<file path="src/rtl/ifetch_unit.sv">
// rtl/ifetch_unit.sv - instruction-fetch sequencer between PC, instruction memory and decode
module ifetch_unit #(
    parameter int ADDR_W         = 16,
    parameter int INSTR_W        = 16,
    parameter int TIMEOUT_CYCLES = 16
) (
    input  logic               clk,
    input  logic               rst,
    input  logic [ADDR_W-1:0]  pc_in,
    output logic               pc_en,
    output logic [1:0]         pc_ctrl,
    output logic [7:0]         offset_addr,
    output logic               mem_req,
    output logic [ADDR_W-1:0]  mem_addr,
    input  logic               mem_ack,
    input  logic [INSTR_W-1:0] mem_rdata,
    output logic [INSTR_W-1:0] ir_out,
    output logic               ir_valid,
    input  logic               ir_ready,
    input  logic               jump_req,
    input  logic [7:0]         jump_target,
    input  logic               halt,
    output logic               fetch_err
);

    localparam int CNT_W = $clog2(TIMEOUT_CYCLES + 1);
    localparam logic [CNT_W-1:0] CNT_LAST = CNT_W'(TIMEOUT_CYCLES - 1);

    typedef enum logic [2:0] {
        S_IDLE,
        S_REQ,
        S_HOLD,
        S_ADV,
        S_ERR
    } state_t;

    state_t             state, state_nxt;
    logic [CNT_W-1:0]   cnt, cnt_nxt;
    logic               mem_req_nxt;
    logic               ir_valid_nxt;
    logic [INSTR_W-1:0] ir_out_nxt;
    logic               pc_en_nxt;
    logic [1:0]         pc_ctrl_nxt;
    logic [7:0]         offset_nxt;
    logic               fetch_err_nxt;

    // PC is held still for the whole request, so the address can come straight from it
    assign mem_addr = pc_in;

    always_ff @(posedge clk or negedge rst) begin
        if (!rst) begin
            state       <= S_IDLE;
            cnt         <= '0;
            mem_req     <= 1'b0;
            ir_valid    <= 1'b0;
            ir_out      <= '0;
            pc_en       <= 1'b0;
            pc_ctrl     <= 2'b00;
            offset_addr <= 8'h00;
            fetch_err   <= 1'b0;
        end else begin
            state       <= state_nxt;
            cnt         <= cnt_nxt;
            mem_req     <= mem_req_nxt;
            ir_valid    <= ir_valid_nxt;
            ir_out      <= ir_out_nxt;
            pc_en       <= pc_en_nxt;
            pc_ctrl     <= pc_ctrl_nxt;
            offset_addr <= offset_nxt;
            fetch_err   <= fetch_err_nxt;
        end
    end

    always_comb begin
        state_nxt     = state;
        cnt_nxt       = cnt;
        mem_req_nxt   = 1'b0;
        ir_valid_nxt  = ir_valid;
        ir_out_nxt    = ir_out;
        pc_en_nxt     = 1'b0;
        pc_ctrl_nxt   = 2'b00;
        offset_nxt    = 8'h00;
        fetch_err_nxt = fetch_err;
        case (state)
            S_IDLE: begin
                if (!halt) begin
                    state_nxt   = S_REQ;
                    mem_req_nxt = 1'b1;
                    cnt_nxt     = '0;
                end
            end
            S_REQ: begin
                // an ack in the final allowed cycle still beats the timeout
                if (mem_ack) begin
                    ir_out_nxt   = mem_rdata;
                    ir_valid_nxt = 1'b1;
                    state_nxt    = S_HOLD;
                end else if (cnt == CNT_LAST) begin
                    fetch_err_nxt = 1'b1;
                    state_nxt     = S_ERR;
                end else begin
                    mem_req_nxt = 1'b1;
                    cnt_nxt     = cnt + 1'b1;
                end
            end
            S_HOLD: begin
                if (ir_valid && ir_ready) begin
                    ir_valid_nxt = 1'b0;
                    pc_en_nxt    = 1'b1;
                    state_nxt    = S_ADV;
                    if (jump_req) begin
                        pc_ctrl_nxt = 2'b11;
                        offset_nxt  = jump_target;
                    end else begin
                        pc_ctrl_nxt = 2'b01;
                    end
                end
            end
            S_ADV: begin
                if (halt) begin
                    state_nxt = S_IDLE;
                end else begin
                    state_nxt   = S_REQ;
                    mem_req_nxt = 1'b1;
                    cnt_nxt     = '0;
                end
            end
            S_ERR: begin
                fetch_err_nxt = 1'b1;
                ir_valid_nxt  = 1'b0;
            end
            default: begin
                state_nxt = S_IDLE;
            end
        endcase
    end

endmodule

</file>
<file path="config.mk">
export PLATFORM = sky130hd
export DESIGN_NAME = ifetch_unit
export DESIGN_NICKNAME = d
export VERILOG_FILES = /design/src/rtl/ifetch_unit.sv
export SDC_FILE = /design/constraint.sdc
export NUM_CORES = 1
export LEC_CHECK = 0
export BUFFER_PORTS_ARGS = -buffer_cell sky130_fd_sc_hd__buf_2
export CAP_MARGIN = 10
export CORE_UTILIZATION = 43
export DETAILED_ROUTE_END_ITERATION = 8
export GPL_TIMING_DRIVEN = 0
export PLACE_DENSITY = 0.9
export RECOVER_POWER = 50
export SYNTH_ARGS = -nofsm -noshare
export SYNTH_HDL_FRONTEND = slang
export SYNTH_SLANG_ARGS = --single-unit
</file>
<file path="constraint.sdc">
create_clock -name clk -period 2.8 [get_ports clk]
set_input_delay 0.7 -clock clk [delete_from_list [all_inputs] [get_ports clk]]
set_output_delay 0.7 -clock clk [all_outputs]
set_load 0.005 [all_outputs]
</file>
==> summary.md <==
| Metric | Value |
|---|---|
| Hold Path Class | `reg2reg` |
| CP Capture Type | `flop` |
| Post-synth EDFFs | `0` |
| Grt ovf | `0` |
| Initial antenna violation count | `0` |
| Synth Warn # | `0` |
| CTS tree | `done` |
| Post-layout nets | `254` |
| Final worst slack | `0.558 ns` |
| Initial core utilization | `0.469` |
| Critical-path maximum fanout | `6` |
| Drt total wl | `2890 um` |
| Mux contribution to synthesized area | `0.131` |
| GRT Util Overall | `0.157` |
| Via density per instance | `4.76` |
| Syn Nets | `172` |
| Most common flop cell mapped by yosys | `dfrtp_1` |
| Ant diodes | `0` |
| Synth Area in Simple Gates | `0.111` |
| Die area | `0.00403 sq mm` |
| CP most frequent cell | `ha_1` |
| Clock tree buffer depth | `2` |
| Failing checks | `capacitance limit, slew limit` |
| Slowest Stage Delay on Critical Path | `0.56 ns` |
| Worst Setup Path Type | `reg2reg` |
| Req. time, crit path | `2.97 ns` |
| Rel. slew slack | `-0.214` |
| Unrepaired setup endpoints after global routing | `false` |
| Largest family of logic cells by synthesized area | `multiplexers` |
| CP arrival | `2.41 ns` |
| IO Port Bufs | `75` |
| Setup Buffers After CTS | `0` |
| Post-synthesis sequential area ratio | `0.570` |
| Period minus WS final | `2.24 ns` |
| Final HPWL DP | `2230 um` |
| Post-Syn Area | `0.00163 sq mm` |
| Max frequency | `0.446 GHz` |
| DP Cell Count | `245` |
| Slew @ Worst Pin | `1.82 ns` |
| Maximum VDD drop | `0.319 mV` |
| Worst path slowest cell | `or4b_4` |
| Post-Synth Adder-Cell Area | `0.0154` |
| Post-CTS sizing | `0` |
| Flops & latches, synth | `37` |
| Placed cell areas | `0.00206 sq mm` |
| Largest net degree at the start of global routing | `38` |
| Die width | `63.5 um` |
| DRC Markers | `0` |
| XOR/XNOR share of the synthesized area | `0.00539` |
| Maxcap violations | `1` |
| Pwr Density | `835 mW/mm^2` |
| Syn Area/Cell | `13.1 sq um` |
| Leakage Power | `1.09 nW` |
| Cts hold-fix bufs | `0` |
| Status | `complete, but fails checks` |
| Tcrit/Tclk final | `0.801` |
| Area Growth Syn to Fin | `31.6%` |
| Fin. max-slew vios | `38` |
| Vias in the first global route | `1091` |
| Clk slew on worst S/H paths | `0.06 ns` |
| DRT met1 WL | `1110 um` |
| Dpl ws | `0.565 ns` |
| Share of cells above drive strength 1 | `0.558` |
| Final Setup Violations | `0` |
| Hold Violations, Final | `0` |
| Vias | `1200` |
| Core Box Area | `0.00347 sq mm` |
| # H-tree levels | `2` |
| Library cells used by synthesis | `31` |
| First-pass GRT wire length | `4740 um` |
| Total negative slack | `0 ns` |
| Core Rows | `21` |
| Clock Tree Root | `clkbuf_8` |
| CP Cell Sequence | `ha_1, and3_1, ha_1, or4b_4, o2bb2ai_4, mux2_2` |
| Met2 Routed Length | `1440 um` |
| Die height | `63.5 um` |
| Async S/R FF share, synth | `1.00` |
| IO Count | `92` |
| Clock Latency Late Sink | `0.28 ns` |
| Most frequent cells in the layout | `68 x buf_2, 37 x dfrtp_1, 18 x mux2_2, 18 x buf_4, 9 x clkbuf_1` |
| CP startpoint kind | `flop` |
| Design area | `0.00214 sq mm` |
| Number of CTS-inserted buffers | `5` |
| CTS sink cnt | `37` |
| Routability cong. | `0.809` |
| Met3 Wirelength | `302 um` |
| Drt wl/cell | `11.5 um` |
| Post-synthesis compound-gate area fraction | `0.0608` |
| Drt pass-1 iters | `4` |
| Most common cell after layout, fill and taps aside | `buf_2` |
| Uppermost routed layer | `met4` |
| Post-Synthesis Cells | `124` |
| Final hold slack | `0.470 ns` |
| DRT iter0 DRCs | `39` |
| Post-route ant nets | `0` |
| Finished Layout Cells | `252` |
| Post-Route Skew | `0.00193 ns` |
layer usage:
layer,global-route usage,up-vias
li1,-,571
met1,0.160,548
met2,0.281,76
met3,0.0707,5
met4,0.0511,0
met5,0,-
registers in the layout, indices dropped and copies added (netlist names):
signal,flops
ir_out,16
offset_addr,8
cnt,5
state,3
fetch_err,1
ir_valid,1
mem_req,1
pc_ctrl,1
pc_en,1
through the flow:
| step | utilization | power, W |
|---|---|---|
| 5_1_grt | 0.617 | 0.00192 |
| 2_1_floorplan | - | 0.00120 |
| 3_3_place_gp | 0.593 | 0.00142 |
| 3_5_place_dp | 0.593 | 0.00144 |
| 6_report | 0.617 | 0.00179 |
| 4_1_cts | 0.619 | 0.00182 |
Yosys cell counts, types with 2 or more instances:
cell type  count  area, sq um
ha_1           2         25.0
mux2_2        18          203
nand2b_1       4         25.0
and2_1         8         50.1
buf_4         18          135
a21oi_1        5         25.0
inv_1          5         18.8
nor2_1         3         11.3
dfrtp_1       37          926
nand4b_1       2         17.5
o221ai_1       2         17.5
critical path: cells and delay by family, from the launching register on:
kind	cells	cell delay, ns
muxes	1	0.36
DFF	1	0.41
AOI/OAI and AO/OA	1	0.21
and+or+nand+nor	2	0.75
adders and majority gates	2	0.41
layout make-up:
cell class	count	area [sq um]
fillers	300	1330
flip-flops and latches	37	926
multi-input cells	61	526
repair buffers	75	365
plain buffers	21	155
clock buffers	6	82.6
well taps	46	57.6
inverters	5	18.8
clock inverters	1	7.51
where the power goes:
group	switching, W	internal (W)	leakage (nW)
Sequential	0.0000806	0.000708	0.465
Combinational	0.000269	0.000363	0.584
Clock	0.000171	0.000194	0.0433
Total	0.000520	0.00127	1.09
logic make-up after synthesis:
kind of cell	Yosys count
AO/OA/AOI/OAI	12
XOR/XNOR	1
adder cells (fa/ha/maj)	2
buffers and inverters	26
flip-flops	37
multiplexers	19
AND/OR/NAND/NOR	27
final timing paths:
kind / depth (start not counted) / from / slack (ns) / to
worst max-delay path: 6 / cnt[0] / 0.56 / cnt[4]
worst min-delay path: 1 / fetch_err / 0.47 / fetch_err
worst max register to register: 6 / cnt[0] / 0.56 / cnt[4]
worst min register to register: 1 / fetch_err / 0.47 / fetch_err
max in group asynchronous: 1 / rst / 0.85 / offset_addr[1]
min in group asynchronous: 1 / rst / 0.90 / ir_out[8]
(Power assumes the default switching activity.)
